File: config.mk
export PLATFORM = sky130hd
export DESIGN_NAME = fft_result_receiver_flat
export DESIGN_NICKNAME = d
export VERILOG_FILES = /design/src/rtl/fft_result_receiver_if.sv /design/src/rtl/fft_result_receiver.sv /design/src/flat_wrapper.sv
export SDC_FILE = /design/constraint.sdc
export NUM_CORES = 1
export LEC_CHECK = 0
export ABC_CLOCK_PERIOD_IN_PS = 17100
export CAP_MARGIN = 20
export CORE_MARGIN = 2
export CORE_UTILIZATION = 55
export CTS_BUF_LIST = sky130_fd_sc_hd__clkbuf_8 sky130_fd_sc_hd__clkbuf_16
export DETAILED_ROUTE_END_ITERATION = 12
export PLACE_DENSITY = 0.73
export SETUP_SLACK_MARGIN = 0.2
export SYNTH_ARGS = -nofsm -noshare
export SYNTH_HDL_FRONTEND = slang
export SYNTH_SLANG_ARGS = --single-unit
File: constraint.sdc
create_clock -name clk -period 17.1 [get_ports clk]
set_clock_uncertainty 0.2 [all_clocks]
set_input_delay 2.565 -clock clk [delete_from_list [all_inputs] [get_ports clk]]
set_output_delay 2.565 -clock clk [all_outputs]
set_load 0.1 [all_outputs]
File: src/rtl/fft_result_receiver_if.sv
// AXI-Stream link carrying FFT output beats from the FFT core to the receiver.
// tdata packs {im, re}, each a DATA_W-bit two's complement component.
interface fft_result_receiver_if #(
  parameter int DATA_W = 16
) ();
  logic [2*DATA_W-1:0] tdata;
  logic                tvalid;
  logic                tlast;
  logic                tready;

  // FFT core side: produces beats, observes backpressure
  modport master (
    output tdata,
    output tvalid,
    output tlast,
    input  tready
  );

  // Receiver side: consumes beats, drives backpressure
  modport slave (
    input  tdata,
    input  tvalid,
    input  tlast,
    output tready
  );
endinterface

File: src/rtl/fft_result_receiver.sv
// FFT result receiver: consumes one FFT output frame per arm, computes
// re^2+im^2 per bin, tracks the strongest bin inside [BIN_LO, BIN_HI],
// checks frame length against tlast, and hands the peak downstream via
// a level valid / ack handshake.
module fft_result_receiver #(
  parameter int DATA_W    = 16,
  parameter int NFFT_LOG2 = 10,
  parameter int BIN_LO    = 0,
  parameter int BIN_HI    = 511
) (
  input  logic                    clk,
  input  logic                    reset_b,
  input  logic                    enable,
  fft_result_receiver_if.slave    m_axis_data,
  output logic                    result_valid,
  input  logic                    result_ack,
  output logic [NFFT_LOG2-1:0]    peak_bin,
  output logic [2*DATA_W-1:0]     peak_mag,
  output logic                    tlast_early,
  output logic                    tlast_missing
);

  typedef enum logic [1:0] {IDLE, RECEIVE, DRAIN, RESULT} state_t;

  localparam logic [NFFT_LOG2-1:0] LAST_BIN = '1;

  state_t                     state;
  logic                       tready_reg;
  logic [NFFT_LOG2-1:0]       bin_cnt;
  logic signed [DATA_W-1:0]   re;
  logic signed [DATA_W-1:0]   im;
  logic signed [2*DATA_W-1:0] re_sq;
  logic signed [2*DATA_W-1:0] im_sq;
  logic [2*DATA_W-1:0]        mag;
  logic signed [31:0]         bin_idx;
  logic                       in_window;
  logic                       beat;

  assign m_axis_data.tready = tready_reg;

  // Squares are non-negative and each at most 2**(2*DATA_W-2), so their
  // sum fits in 2*DATA_W unsigned bits even for the most negative inputs.
  assign re    = m_axis_data.tdata[DATA_W-1:0];
  assign im    = m_axis_data.tdata[2*DATA_W-1:DATA_W];
  assign re_sq = re * re;
  assign im_sq = im * im;
  assign mag   = $unsigned(re_sq) + $unsigned(im_sq);

  // Window test done in signed 32-bit space so BIN_LO=0 is not a
  // degenerate unsigned compare.
  assign bin_idx   = 32'(bin_cnt);
  assign in_window = (bin_idx >= BIN_LO) && (bin_idx <= BIN_HI);
  assign beat      = m_axis_data.tvalid && tready_reg;

  // Frame FSM with registered tready/result_valid and peak tracking
  always_ff @(posedge clk) begin
    if (!reset_b) begin
      state         <= IDLE;
      tready_reg    <= 1'b0;
      result_valid  <= 1'b0;
      bin_cnt       <= '0;
      peak_bin      <= '0;
      peak_mag      <= '0;
      tlast_early   <= 1'b0;
      tlast_missing <= 1'b0;
    end else begin
      case (state)
        IDLE: begin
          if (enable) begin
            state         <= RECEIVE;
            tready_reg    <= 1'b1;
            bin_cnt       <= '0;
            peak_bin      <= '0;
            peak_mag      <= '0;
            tlast_early   <= 1'b0;
            tlast_missing <= 1'b0;
          end
        end

        RECEIVE: begin
          if (beat) begin
            // Strict compare keeps the lowest index on equal magnitudes
            if (in_window && (mag > peak_mag)) begin
              peak_bin <= bin_cnt;
              peak_mag <= mag;
            end
            bin_cnt <= bin_cnt + 1'b1;
            if (m_axis_data.tlast) begin
              if (bin_cnt != LAST_BIN) begin
                tlast_early <= 1'b1;
              end
              state        <= RESULT;
              tready_reg   <= 1'b0;
              result_valid <= 1'b1;
            end else if (bin_cnt == LAST_BIN) begin
              tlast_missing <= 1'b1;
              state         <= DRAIN;
            end
          end
        end

        DRAIN: begin
          // Overrun beats are swallowed until the stream's own tlast
          if (beat && m_axis_data.tlast) begin
            state        <= RESULT;
            tready_reg   <= 1'b0;
            result_valid <= 1'b1;
          end
        end

        RESULT: begin
          if (result_ack) begin
            state        <= IDLE;
            result_valid <= 1'b0;
          end
        end

        default: begin
          state        <= IDLE;
          tready_reg   <= 1'b0;
          result_valid <= 1'b0;
        end
      endcase
    end
  end

endmodule

File: src/flat_wrapper.sv
// flat-port wrapper written by rule: the top's interface ports become plain ports
module fft_result_receiver_flat 
#(
  parameter int DATA_W    = 16,
  parameter int NFFT_LOG2 = 10,
  parameter int BIN_LO    = 0,
  parameter int BIN_HI    = 511
)
  (clk, reset_b, enable, result_valid, result_ack, peak_bin, peak_mag, tlast_early, tlast_missing, m_axis_data_tdata, m_axis_data_tvalid, m_axis_data_tlast, m_axis_data_tready);
  fft_result_receiver_if #(.DATA_W(DATA_W)) m_axis_data_i ();
  input  logic clk;
  input  logic reset_b;
  input  logic enable;
  output logic result_valid;
  input  logic result_ack;
  output logic [NFFT_LOG2-1:0] peak_bin;
  output logic [2*DATA_W-1:0] peak_mag;
  output logic tlast_early;
  output logic tlast_missing;
  input wire logic [$bits(m_axis_data_i.tdata)-1:0] m_axis_data_tdata;
  input wire logic [$bits(m_axis_data_i.tvalid)-1:0] m_axis_data_tvalid;
  input wire logic [$bits(m_axis_data_i.tlast)-1:0] m_axis_data_tlast;
  output wire logic [$bits(m_axis_data_i.tready)-1:0] m_axis_data_tready;
  assign m_axis_data_i.tdata = m_axis_data_tdata;
  assign m_axis_data_i.tvalid = m_axis_data_tvalid;
  assign m_axis_data_i.tlast = m_axis_data_tlast;
  assign m_axis_data_tready = m_axis_data_i.tready;
  fft_result_receiver #(.DATA_W(DATA_W), .NFFT_LOG2(NFFT_LOG2), .BIN_LO(BIN_LO), .BIN_HI(BIN_HI)) u_core (.clk(clk), .reset_b(reset_b), .enable(enable), .m_axis_data(m_axis_data_i), .result_valid(result_valid), .result_ack(result_ack), .peak_bin(peak_bin), .peak_mag(peak_mag), .tlast_early(tlast_early), .tlast_missing(tlast_missing));
endmodule
# Word-level counts from Yosys, hierarchy flattened
# Cells that the tools add are included.
totals:
  regBits: 58
  elab_cells: 81
  output_inout_bits: 46
classes:
  n_reduce_logical: 15
  muxes: 36
  n_lt_le_gt_ge: 3
  addsub: 2
  n_eq_ne: 15
  multipliers: 2
op_table:
  columns: ["operator", "n"]
  rows:
  - ["$mux 32", 3]
  - ["$mul 16x16->32", 2]
  - ["$pmux 32 s2", 1]
  - ["$mux 10", 4]
  - ["$pmux 10 s2", 2]
  - ["$add 32x32->32", 1]
  - ["$gt 32x32->1", 1]
  - ["$reduce_and 5->1", 5]
  - ["$mux 1", 15]
  - ["$mux 2", 6]
  - ["$add 10x1->10 const B", 1]
  - ["$eq 10x10->1 const B", 1]
  - ["$ge 10x1->1 const B", 1]
  - ["$le 10x9->1 const B", 1]
  - ["$ne 10x10->1 const B", 1]
  - ["$ne 2x1->1 const B", 5]
  - ["$ne 2x2->1 const B", 4]
  - ["$pmux 2 s4", 1]
  - ["$pmux 1 s3", 2]
  - ["$reduce_bool 3->1", 2]
  - ["$eq 2x2->1 const B", 2]
  - ["$logic_and 1x1->1", 4]
  - ["$pmux 1 s2", 2]
  - ["$reduce_and 4->1", 1]
  - ["other kinds (5)", 5]

# Depth between registers and ports, before layout
# Gate-level depths: netlist of the first run.
logic_depth:
  depth_word: 7
  ltp_mapped: 39
  mapped_depth_nobuf: 35

# Worst setup path after synthesis of the first run
# Ideal clock, no wire load.
synth_path:
  path_kind: "input-to-reg"
  start: "in m_axis_data_tdata[31]"
  end: "reg u_core.peak_mag[10]"
  slack_ns: 5.351
  path_stages: 33
  t_arrival_ns: 11.421
  setup_time_ns: 0.128
  cell_sequence: "clkbuf_1 > clkbuf_1 > nand2_1 > fa_1 > inv_1 > fa_1 > inv_1 > fa_1 > inv_1 > fa_1 > fa_1 > fa_1 > fa_1 > inv_1 > fa_1 > inv_1 > ha_1 > a211oi_1 > nand2_1 > or3_1 > nor3_1 > o21ai_0 > mux2_2 > and2_1 > ha_1 > and4_1 > a221o_1 > a221o_1 > o31ai_2 > nor2_1 > clkbuf_1 > a22oi_1 > nor2_1"
synth_via:
  elab_chain_len: 6
synth_rtl:
  columns: ["item", "line_no", "text"]
  rows:
  - ["from (decl)", "flat_wrapper.sv:20", "input wire logic [$bits(m_axis_data_i.tdata)-1:0] m_axis_data_tdata;"]
  - ["$mul 16x16->32", "fft_result_receiver.sv:46", "assign im_sq = im * im;"]
  - ["$add 32x32->32", "fft_result_receiver.sv:47", "assign mag = $unsigned(re_sq) + $unsigned(im_sq);"]
  - ["$gt 32x32->1", "fft_result_receiver.sv:83", "if (in_window && (mag > peak_mag)) begin"]
  - ["$logic_and 1x1->1", "fft_result_receiver.sv:83", null]
  - ["$ne 2x1->1 (no line)", null, null]
  - ["$reduce_and 4->1 (no line)", null, null]
  - ["to (signal assigned)", "fft_result_receiver.sv:85", "peak_mag <= mag;"]
  - ["to (decl)", "fft_result_receiver.sv:18", "output logic [2*DATA_W-1:0] peak_mag,"]
# No other way between the ends.
# A chain may end at the register's enable or synchronous reset.

# Worst setup path in the final report of the first run
layout_path:
  start: "in m_axis_data_tdata[31]"
  end: "reg u_core.peak_bin[3]"
layout_via:
  elab_chain_len: 6
layout_rtl:
  columns: ["item", "line_no", "text"]
  rows:
  - ["$mul 16x16->32", "fft_result_receiver.sv:46", null]
  - ["$add 32x32->32", "fft_result_receiver.sv:47", null]
  - ["$gt 32x32->1", "fft_result_receiver.sv:83", null]
  - ["$logic_and 1x1->1", "fft_result_receiver.sv:83", null]
  - ["$ne 2x1->1 (no line)", null, null]
  - ["$reduce_and 4->1 (no line)", null, null]
  - ["to (signal assigned)", "fft_result_receiver.sv:84", "peak_bin <= bin_cnt;"]
  - ["to (decl)", "fft_result_receiver.sv:17", "output logic [NFFT_LOG2-1:0] peak_bin,"]
# No other way between the ends.

==> impl_metrics.csv, run 1 <==
group,metric,value,unit
outcome,status,"finished clean",
sta,fin_crit_sh,77.4,%
detailed_routing,drc,0,
clock_tree,cts_buffers,9,
logic_synthesis,synth_top_area_share,50.5,%
place,preCtsSetupSlack,3.66,ns
logic_synthesis,synth_common_cells,"inv_1 (688), fa_1 (519), ha_1 (182)",
clock_tree,cts.repair.resized,0,
sta,setup_viol,0,
worst_setup_path,path_class,"primary input to register",
layout,area_growth_syn_to_layout,7.65,%
logic_synthesis,ys_seq_elements,58,
grt,grt_max_degree,42,
logic_synthesis,ys_warn_count,0,
sta,rsz0062_at_grt,"no",
place,place_congestion,0.921,
detailed_routing,firstDrtPassIters,7,
logic_synthesis,synth_area_leaders,"fa_1 (51%), inv_1 (13%), ha_1 (11%)",
sta,tightest_slew,1.02,ns
clock_tree,cts_root_buf,"clkbuf_16",
grt,grt_pass1_vias,15836,
floorplanning,start_util,56.0,%
sta,min_period,13.24,ns
detailed_routing,drt_iter0_drc,775,
logic_synthesis,synth_edf_count,0,
logic_synthesis,ys_seq_area_share,5.65,%
floorplanning,ios,84,
clock_tree,cts_sinks,58,
min_path,hold_class,"register to register",
layout,regMostFlops,"u_core.peak_mag",
logic_synthesis,netlist_area,0.0206,mm²
logic_synthesis,synthArstFlopShare,0,%
logic_synthesis,ys.flop_type,"dfxtp_1",
clock_tree,post_cts_buffers,0,
logic_synthesis,yosysMostFrequentCell,"inv_1",
layout,finalNetCount,2958,
logic_synthesis,synth_top_cell_by_area,"fa_1",
worst_setup_path,critPathMostFrequentCell,"fa_1",
layout,diodes,0,
floorplanning,core_area,0.0367,mm²
place,io_buffers,83,
clock_tree,cts_tree,"built",
grt,grt.total_usage,24.8,%
sta,slew_headroom,31.9,%
worst_setup_path,cp-startpoint,"m_axis_data_tdata[31]",
clock_tree,clkSlewWorstSetupHoldPaths,0.05,ns
worst_setup_path,start_kind,"primary input",
min_path,hold_start,"u_core.tlast_missing$_SDFFE_PN0P_",
sta,drv_slew,0,
clock_tree,clockBufferDepth,2,
floorplanning,die_area,0.0389,mm²
grt,antenna_found_initial,0,
sta,hold_violations,0,
grt,grt_pass1_wl,76400,µm
worst_setup_path,cp.required,17.16,ns
worst_setup_path,slowest_stage,"fa_1",
sta,setup-tns-final,0,ns
logic_synthesis,synth.avg_cell_area,9.45,µm²
worst_setup_path,worstReg2RegStart,"u_core.peak_mag[27]$_SDFFE_PN0P_",
detailed_routing,wl,44700,µm
logic_synthesis,synthCells,2176,
flow_run,cap_violations,0,
layout,design_area,0.0221,mm²
worst_setup_path,cp_max_fo,24,
sta,whs,0.280,ns
layout,largest_reg_flops,32,
place,dp_hpwl,39200,µm
clock_tree,htreeDepth,3,
place,place_area,0.0218,mm²
layout,reg_top3,"u_core.peak_mag: 32 flops, u_core.bin_cnt: 10 flops, u_core.peak_bin: 10 flops",
detailed_routing,wl_per_cell,16.6,µm
worst_setup_path,endpoint_kind,"register",
worst_setup_path,slowest_delay,0.71,ns
sta,setup_ws,3.86,ns
floorplanning,num_rows,70,
logic_synthesis,syn-num-nets,2915,
clock_tree,insertion_delay,0.33,ns
sta,max_freq,75.5,MHz
worst_setup_path,arrival,13.30,ns
grt,grt-ovfl-total,0,
clock_tree,cts_hold_buffers,0,
layout,drive_gt1_share,2.20,%
detailed_routing,via_per_inst,5.24,
logic_synthesis,yosys.cell_types.count,64,
floorplanning,dieHeight,197,µm
floorplanning,die_w,197,µm
detailed_routing,ant_nets,0,
detailed_routing,vias,14114,
stage by stage:
| step | util [%] | cells |
|---|---|---|
| 6_report | 60.3 | 2692 |
| 5_1_grt | 60.3 | 2692 |
| 4_1_cts | 60.3 | 2692 |
| 3_5_place_dp | 59.4 | 2676 |
| 3_3_place_gp | 59.4 | 2676 |
| 2_1_floorplan | - | 2176 |
worst max-delay path, delay by kind of cell:
kind            cells  cell delay (ns)
xor+xnor            1             0.21
buf+inv             8             1.40
compound gates      7             2.16
fa+ha+maj          10             4.87
simple gates        8             2.06
layer usage:
metal	part of all wire (%)	track usage, %	up-vias
met5	0	0	-
met4	4.6	9.77	0
met3	3.5	2.20	113
met2	55	45.2	310
met1	37	30.5	7272
li1	-	-	6419
cell type report:
class | count | area [µm²]
Inverter | 690 | 2590
Timing Repair Buffer | 92 | 898
Clock buffer | 10 | 239
Fill cell | 3122 | 14600
Sequential cell | 58 | 1160
Multi-Input combinational cell | 1368 | 16600
Tap cell | 468 | 586
Clock inverter | 6 | 81.3
cells by family after synthesis:
group	Yosys count	share of synthesized area, %
AND/OR/NAND/NOR	435	10.1
multiplexers	6	0.310
buffers and inverters	750	13.7
flip-flops	58	5.65
adder cells (fa/ha/maj)	701	61.6
XOR/XNOR	63	2.68
AO/OA/AOI/OAI	163	5.86
cell usage in the layout (no fill, tap or decap), types with 8 or more instances in the layout:
master / netlist / final
a21o_1: 13 / 13
a21oi_1: 32 / 32
a22oi_1: 35 / 35
and2_1: 100 / 100
buf_4: 0 / 9
clkbuf_16: 0 / 9
clkdlybuf4s50_1: 0 / 83
dfxtp_1: 58 / 58
fa_1: 519 / 519
ha_1: 182 / 182
inv_1: 688 / 689
nand2_1: 152 / 152
nand2b_1: 17 / 17
nand3_1: 13 / 13
nand4_1: 12 / 12
nor2_1: 103 / 102
nor2b_1: 9 / 9
nor3_1: 8 / 8
o21ai_0: 23 / 23
xnor2_1: 49 / 49
xor2_1: 14 / 14
final timing paths:
check	to	slack (ns)	cells after the start
setup / recovery	u_core.peak_bin[3]$_SDFFE_PN0P_	3.86	34
hold / removal	u_core.tlast_missing$_SDFFE_PN0P_	0.28	2
setup reg to reg	u_core.peak_bin[3]$_SDFFE_PN0P_	13.54	10
hold reg to reg	u_core.tlast_missing$_SDFFE_PN0P_	0.28	2
Power of run 1 is not shown: default switching activity piles up to over one toggle a cycle in this logic, so the estimate is an artifact.
==> inputs of run 2 (changes only) <==
Settings changed: ABC_CLOCK_PERIOD_IN_PS 17100 to 12400.
Clock period 17.1 ns to 12.4 ns, I/O delays scaled along.
==> run 2 against run 1 <==
Via count rose by 2.6%. Global-route usage rose by 0.61 points. Sequential share of layout area shrank 0.060 points. Cell count increased by 1.4%. Non-clock buffer count is 38 higher. Worst setup slack got worse by 3.2 ns. Cell area rose by 1.2%. Register-to-register slack worse by 4.2 ns. Critical endpoint is now u_core.peak_mag[27]$_SDFFE_PN0P_.
==> impl_metrics.csv, run 2 (synthesis results as in run 1) <==
group,metric,value,unit
outcome,status,"finished clean",
sta,tightest_slew,1.01,ns
detailed_routing,via_per_inst,5.31,
detailed_routing,wl_per_cell,16.9,µm
layout,n_fill_cell,3099,
layout,final_cells,2730,
place,place_congestion,0.938,
floorplanning,die_w,197,µm
floorplanning,num_rows,70,
detailed_routing,drt_iter0_drc,858,
sta,slew_headroom,32.7,%
clock_tree,insertion_delay,0.32,ns
clock_tree,cts_hold_buffers,0,
worst_setup_path,slowest_delay,0.72,ns
detailed_routing,drc,0,
floorplanning,core_area,0.0367,mm²
sta,fin_crit_sh,94.4,%
layout,diodes,0,
grt,grt_pass1_vias,15886,
worst_setup_path,slowest_stage,"clkdlybuf4s50_1",
layout,finalNetCount,2996,
sta,setup-tns-final,0,ns
worst_setup_path,cp.required,12.45,ns
floorplanning,dieHeight,197,µm
clock_tree,cts_buffers,9,
detailed_routing,firstDrtPassIters,6,
detailed_routing,wl,46000,µm
worst_setup_path,endpoint_kind,"register",
min_path,hold_class,"register to register",
clock_tree,cts_root_buf,"clkbuf_16",
sta,setup_viol,0,
layout,regMostFlops,"u_core.peak_mag",
worst_setup_path,start_kind,"primary input",
clock_tree,cts.repair.resized,0,
clock_tree,cts_tree,"built",
sta,max_freq,85.5,MHz
clock_tree,cts_sinks,58,
worst_setup_path,cp_max_fo,32,
layout,drive_gt1_share,3.80,%
layout,regArea,0.00116,mm²
grt,grt-ovfl-total,0,
place,dp_hpwl,41100,µm
clock_tree,clockBufferDepth,2,
layout,largest_reg_flops,32,
layout,design_area,0.0224,mm²
clock_tree,clkSlewWorstSetupHoldPaths,0.05,ns
place,place_area,0.0221,mm²
floorplanning,die_area,0.0389,mm²
layout,final_common_cell,"inv_1",
floorplanning,ios,84,
grt,grt_pass1_wl,77700,µm
clock_tree,htreeDepth,3,
grt,grt_max_degree,43,
grt,antenna_found_initial,1,
sta,hold_violations,0,
worst_setup_path,critPathTopFamily,"adder cells",
place,io_buffers,83,
layout,area_growth_syn_to_layout,8.89,%
sta,min_period,11.70,ns
worst_setup_path,critPathMostFrequentCell,"fa_1",
flow_run,cap_violations,0,
clock_tree,post_cts_buffers,0,
place,dp_cells,2714,
worst_setup_path,arrival,11.76,ns
detailed_routing,vias,14485,
worst_setup_path,path_class,"primary input to register",
grt,grt.total_usage,25.4,%
sta,rsz0062_at_grt,"no",
sta,drv_slew,0,
floorplanning,start_util,56.0,%
sta,whs,0.279,ns
detailed_routing,ant_nets,0,
layout,multi_input_area,0.0166,mm²
layout,reg_top3,"u_core.peak_mag: 32 flops, u_core.bin_cnt: 10 flops, u_core.peak_bin: 10 flops",
worst_setup_path,crit_buf_inv,9,
layout,mostFrequentLayoutCells,"inv_1 (691), fa_1 (519), ha_1 (182), nand2_1 (152), nor2_1 (102)",
==> run 2: per-layer routing <==
layer  global-route usage [%]  part of all wire, %  wire length, µm  vias up
li1                         -                    -                -     6513
met1                     31.0                   37            17000     7478
met2                     45.6                   54            24800      376
met3                     2.80                  4.2             1950      116
met4                     11.1                  5.0             2290        2
met5                        0                0.024               11        -
==> run 2: worst register-to-register path, delay by kind of cell (launching register included) <==
family                     cells  cell delay (ns)
buffers and inverters          2             0.30
DFF                            1             0.36
AOI/OAI and AO/OA              5             1.55
adders and majority gates      1             0.30
and+or+nand+nor                2             0.30
==> run 2: worst paths after layout <==
check,start,endpoint,slack [ns],cells after the start
setup reg to reg,u_core.peak_mag[27]$_SDFFE_PN0P_,u_core.peak_mag[27]$_SDFFE_PN0P_,9.33,10
hold reg to reg,u_core.tlast_early$_SDFFE_PN0P_,u_core.tlast_early$_SDFFE_PN0P_,0.28,2
setup / recovery,m_axis_data_tdata[4],u_core.peak_mag[27]$_SDFFE_PN0P_,0.70,34
hold / removal,u_core.tlast_early$_SDFFE_PN0P_,u_core.tlast_early$_SDFFE_PN0P_,0.28,2
==> run 2: layout make-up <==
cell class | instances | share of cell area [%]
multi-input cells | 1368 | 74.0
well taps | 468 | 2.62
flip-flops and latches | 58 | 5.19
repair buffers | 130 | 5.40
clock inverters | 6 | 0.117
inverters | 690 | 11.6
clock buffers | 10 | 1.07
==> run 2: metrics by stage <==
stage / setup slack [ns] / util (%)
detailed placement: 0.355 / 60.3
CTS: 0.637 / 61.0
finish: 0.698 / 61.0
global route: 0.225 / 61.0
floorplan: 1.36 / -
global placement: 0.543 / 60.3
Power of run 2 is left out for the same reason.
==> RTL change 1, RTL diff (flow settings as in run 2) <==
Encoding of `state_t`: now one-hot (4 bits for 4 states).
--- a/src/rtl/fft_result_receiver.sv
+++ b/src/rtl/fft_result_receiver.sv
@@ -22,3 +22,3 @@
 
-  typedef enum logic [1:0] {IDLE, RECEIVE, DRAIN, RESULT} state_t;
+  typedef enum logic [3:0] {IDLE = 4'b0001, RECEIVE = 4'b0010, DRAIN = 4'b0100, RESULT = 4'b1000} state_t;
 
Formal check against the unedited RTL: no difference found for any inputs over 4 cycles, from zero or initial values and one cycle with reset_b low; so few cycles prove little.
==> RTL change 1 against run 2 <==
Sequential cell count rose by 2; worst hold slack got worse by 12 ps; wire length fell by 0.53%; maximum frequency fell by 0.36%; area after synthesis fell by 0.21%; cell area fell by 0.81%; via count fell by 2.4%; setup slack got worse by 43 ps; utilization fell by 0.49 points; global-route usage barely moved; die area fell by 0.21%.
Power is not shown: default switching activity piles up to over one toggle a cycle in this logic, so the estimate is an artifact.
==> RTL change 1: results (changes against run 2) <==
| Metric | Value |
|---|---|
| Arr. time, crit path | `11810 ps (+50 ps)` |
| Clock Path Buffers | `2 (unchanged)` |
| Placer Congestion | `0.955 (+1.8%)` |
| Iteration-0 DRC Markers | `751 (-12%)` |
| First-pass GRT wire length | `76800 um (-1.2%)` |
| Layout cells sized above 1 | `0.0303 (-0.00774)` |
| Largest net degree at the start of global routing | `22 (-49%)` |
| R2R setup slack | `9150 ps (-180 ps)` |
| Top cells by area, synth | `fa_1 51%, inv_1 13%, ha_1 11%` |
| Total CTS buffers | `9 (unchanged)` |
| Reg-to-Reg End | `u_core.peak_mag[26]` |
| Worst hold start | `u_core.result_valid` |
| Status | `complete, no violations` |
| Synth cell types | `65 (+1.6%)` |
| Regs by FF count | `u_core.peak_mag: 32 flops, u_core.bin_cnt: 10 flops, u_core.peak_bin: 10 flops` |
| Rel. slew slack | `0.319 (-0.00793)` |
| CTS root buf | `clkbuf_16` |
| WHS Path Cells | `1 (-1)` |
| CP max stage cell | `clkdlybuf4s50_1` |
| Synth top cells by count | `687 x inv_1, 519 x fa_1, 179 x ha_1, 147 x nand2_1, 99 x and2_1` |
| Post-CTS Setup Inserts | `0 (unchanged)` |
| GR Util All Layers | `0.254 (-0.000476)` |
| H-Tree Depth | `3 (unchanged)` |
| Vias per cell | `5.27 (-0.60%)` |
| Top FF cell, synth | `dfxtp_1` |
| Nets@finish | `2946 (-1.7%)` |
| Crit path max fanout | `18 (-44%)` |
| M1 GR Usage | `0.307 (-0.00305)` |
| Ys Warns | `0 (unchanged)` |
| Asr flop ratio synth | `0 (unchanged)` |
| Post-CTS resize count | `0 (unchanged)` |
| Initial antenna violation count | `0 (-1)` |
| Met3 usage | `0.0260 (-0.00205)` |
| DRT Pass-1 Iters | `5 (-1)` |
| Routed length per placed instance | `17.1 um (+1.3%)` |
| Reg2reg start | `u_core.peak_mag[23]` |
| Worst r2r path cells | `11 (+1)` |
| Top-count cell post-synth | `inv_1` |
| Register area share after synthesis | `0.0586 (+0.00207)` |
| Met2 usage | `0.452 (-0.00388)` |
| Crit path largest cell delay | `730 ps` |
| Vias in the first global route | `15899 (+0.082%)` |
| Dpl hpwl | `41100 um (+0.15%)` |
| HP Class | `flop to flop` |
| Ant diodes | `0 (unchanged)` |
| WHS Endpoint | `u_core.result_valid` |
## RTL change 1: cell types whose count changed after synthesis, moves of 6 or more
cell / delta
a22oi_1: -35
o21ai_0: -6
nand4_1: -6
nor2_1: -38
buf_6: +7
a22o_1: +37
## RTL change 1: critical path: cells and delay by family
family	cells	cell delay, ps
simple gates	7	1410
compound gates	8	2120
fa+ha+maj	10	4690
xor+xnor	1	180
buf+inv	7	1540
## RTL change 1: worst max-delay path by stage
| stage | startpoint | slack [ps] | cells past startpoint | endpoint |
|---|---|---|---|---|
| CTS | m_axis_data_tdata[8] | 490 | 35 | u_core.peak_mag[26] |
| finish | m_axis_data_tdata[2] | 660 | 33 | u_core.peak_mag[26] |
| detailed placement | m_axis_data_tdata[8] | 200 | 34 | u_core.peak_mag[25] |
| floorplan | m_axis_data_tdata[31] | 1290 | 35 | u_core.peak_mag[13] |
| global placement | m_axis_data_tdata[8] | 420 | 34 | u_core.peak_mag[9] |
| global route | m_axis_data_tdata[18] | 220 | 33 | u_core.peak_mag[26] |
## RTL change 1: kinds of logic (layout without fill, tap and decap cells)
logic type | Yosys count | in the layout | share of synthesized area
XOR/XNOR | 65 | 65 | 0.0278
AND/OR/NAND/NOR | 395 | 395 | 0.0947
AO/OA/AOI/OAI | 171 | 171 | 0.0618
flip-flops | 60 | 60 | 0.0586
multiplexers | 4 | 4 | 0.00207
adder cells (fa/ha/maj) | 698 | 698 | 0.616
buffers and inverters | 746 | 820 | 0.139
## RTL change 1: through the flow
| step | hold slack [ps] | instances | setup WS [ps] | utilization | instance area (um2) |
|---|---|---|---|---|---|
| 3_5_place_dp | 253 | 2667 | 201 | 0.597 | 21900 |
| 6_report | 268 | 2681 | 655 | 0.605 | 22200 |
| 3_3_place_gp | 243 | 2667 | 424 | 0.597 | 21900 |
| 4_1_cts | 270 | 2681 | 495 | 0.604 | 22200 |
| 5_1_grt | 291 | 2681 | 218 | 0.605 | 22200 |
| 2_1_floorplan | 258 | 2139 | 1290 | - | 20500 |
## RTL change 1: cell type report
cell class	count	area (um2)
sequential	60	1200
clock buffer	10	239
clock inverter	4	18.8
multi-input combinational	1333	16500
inverter	689	2590
tap	468	586
timing repair buffer	117	1120
fill	3107	14500
## RTL change 1: layer usage
layer	vias to the layer above	wire length, um	share of wire
li1	6365	-	-
met1	7244	16700	0.37
met2	401	24300	0.53
met3	129	2170	0.047
met4	0	2610	0.057
met5	-	0	0
==> RTL change 2, RTL diff (flow settings as in run 2) <==
Made on the original files. `DATA_W` is set to 16 in 3 places; all go to 20.
--- a/src/rtl/fft_result_receiver_if.sv
+++ b/src/rtl/fft_result_receiver_if.sv
@@ -3,3 +3,3 @@
 interface fft_result_receiver_if #(
-  parameter int DATA_W = 16
+  parameter int DATA_W = 20
 ) ();
--- a/src/rtl/fft_result_receiver.sv
+++ b/src/rtl/fft_result_receiver.sv
@@ -5,3 +5,3 @@
 module fft_result_receiver #(
-  parameter int DATA_W    = 16,
+  parameter int DATA_W    = 20,
   parameter int NFFT_LOG2 = 10,
--- a/src/flat_wrapper.sv
+++ b/src/flat_wrapper.sv
@@ -3,3 +3,3 @@
 #(
-  parameter int DATA_W    = 16,
+  parameter int DATA_W    = 20,
   parameter int NFFT_LOG2 = 10,
Ports: changed (resized m_axis_data_tdata and peak_mag); port bits go from 84 to 100. The function was not compared with the original's and may differ.
==> RTL change 2 against run 2 <==
Area after synthesis up 50%; highest routed layer is now met4; setup slack better by 62 ps; wire length rose by 54%; cell area up 48%; sequential cell count is 8 higher; synthesized cell count grew 50%.
Power is not shown: default switching activity piles up to over one toggle a cycle in this logic, so the estimate is an artifact.
==> RTL change 2: results (changes against run 2) <==
| Metric | Value |
|---|---|
| Status | `complete, no violations` |
| Largest net degree at the start of global routing | `42 (-2.3%)` |
| Reg-to-Reg End | `u_core.peak_mag[23]` |
| Net Count, Synth | `4379 (+50%)` |
| Post-CTS resize count | `0 (unchanged)` |
| GR Util All Layers | `0.269 (+0.0151)` |
| Top cells by area, synth | `fa_1 54%, inv_1 13%, ha_1 10%` |
| DP Area | `32900 um2 (+49%)` |
| WHS Endpoint | `u_core.peak_bin[9]` |
| Rel. slew slack | `0.287 (-0.0398)` |
| Layout cells sized above 1 | `0.0329 (-0.00509)` |
| R2R setup slack | `9340 ps (about the same)` |
| Ys Warns | `0 (unchanged)` |
| Via count | `20712 (+43%)` |
| IO Port Bufs | `99 (+19%)` |
| Arr. time, crit path | `11640 ps (-120 ps)` |
| Vias in the first global route | `22517 (+42%)` |
| Worst hold slack | `269 ps (-10.6 ps)` |
| Register area share after synthesis | `0.0429 (-0.0135)` |
| First-pass GRT wire length | `121000 um (+56%)` |
| Worst hold start | `u_core.peak_bin[9]` |
| Asr flop ratio synth | `0 (unchanged)` |
| Placed cells | `4072 (+50%)` |
| Nets@finish | `4460 (+49%)` |
| Regs by FF count | `u_core.peak_mag: 40 flops, u_core.bin_cnt: 10 flops, u_core.peak_bin: 10 flops` |
| CP max stage cell | `clkdlybuf4s50_1` |
| HP Class | `flop to flop` |
| Reg2reg start | `u_core.peak_mag[22]` |
| Crit path max fanout | `25 (-22%)` |
| Initial antenna violation count | `3 (+2)` |
| CTS root buf | `clkbuf_16` |
| Synth cell types | `65 (+1.6%)` |
| Fill cell count | `4628 (+49%)` |
| Drt total wl | `71000 um (+54%)` |
| DRT Pass-1 Iters | `7 (+1)` |
| Iteration-0 DRC Markers | `1212 (+41%)` |
| H-Tree Depth | `3 (unchanged)` |
| Worst r2r path cells | `11 (+1)` |
| Synth top cells by count | `1087 x inv_1, 828 x fa_1, 265 x nand2_1, 251 x ha_1, 158 x and2_1` |
| Clock transition at path regs | `50 ps (about the same)` |
| Post-CTS Setup Inserts | `0 (unchanged)` |
| Post-Syn Instances | `3254 (+50%)` |
| Top FF cell, synth | `dfxtp_1` |
| Total CTS buffers | `9 (unchanged)` |
| WHS Path Cells | `1 (-1)` |
| Placer Congestion | `0.922 (-1.7%)` |
| Crit path largest cell delay | `880 ps (+160 ps)` |
| Clock Path Buffers | `2 (unchanged)` |
| Routed length per placed instance | `17.4 um (+3.0%)` |
| Dpl hpwl | `64800 um (+58%)` |
| Worst skew pair latency | `330 ps` |
[RTL change 2: critical path: cells and delay by family]
family,cells,cell delay [ps]
buf+inv,10,1530
fa+ha+maj,10,4760
simple gates,8,1630
compound gates,8,1820
[RTL change 2: metal layers]
layer	GRT usage	part of all wire	wire length, um
met1	0.406	0.45	32100
met2	0.418	0.46	32300
met3	0.0440	0.072	5120
met4	0.0480	0.020	1410
met5	0	0	0
[RTL change 2: stage by stage]
stage / util / setup slack, ps
final: 0.601 / 760
after global placement: 0.595 / 50.2
after global routing: 0.601 / 182
after detailed placement: 0.595 / 10.1
after floorplan: - / 1090
after CTS: 0.601 / 315
[RTL change 2: cell type report]
class                   instances  share of cell area
clock inverters                 5             0.00166
repair buffers                169              0.0468
clock buffers                  11             0.00761
multi-input cells            2002               0.753
diodes                          2            0.000151
flip-flops and latches         66              0.0398
inverters                    1087               0.123
well taps                     748              0.0282
[RTL change 2: logic make-up after synthesis]
family                   synth area share
AND/OR/NAND/NOR                     0.102
multiplexers                     0.000651
AO/OA/AOI/OAI                      0.0488
adder cells (fa/ha/maj)             0.641
XOR/XNOR                           0.0199
buffers and inverters               0.145
flip-flops                         0.0429
[RTL change 2: how the worst max path moves through the flow]
stage	from	endpoint	slack, ps	cells past startpoint
final	m_axis_data_tdata[4]	u_core.peak_mag[23]	760	36
after floorplan	m_axis_data_tdata[39]	u_core.peak_mag[14]	1090	36
after global placement	m_axis_data_tdata[5]	u_core.peak_mag[22]	50	35
after CTS	m_axis_data_tdata[5]	u_core.peak_mag[22]	310	35
after detailed placement	m_axis_data_tdata[5]	u_core.peak_mag[2]	10	38
after global routing	m_axis_data_tdata[27]	u_core.peak_mag[23]	180	35
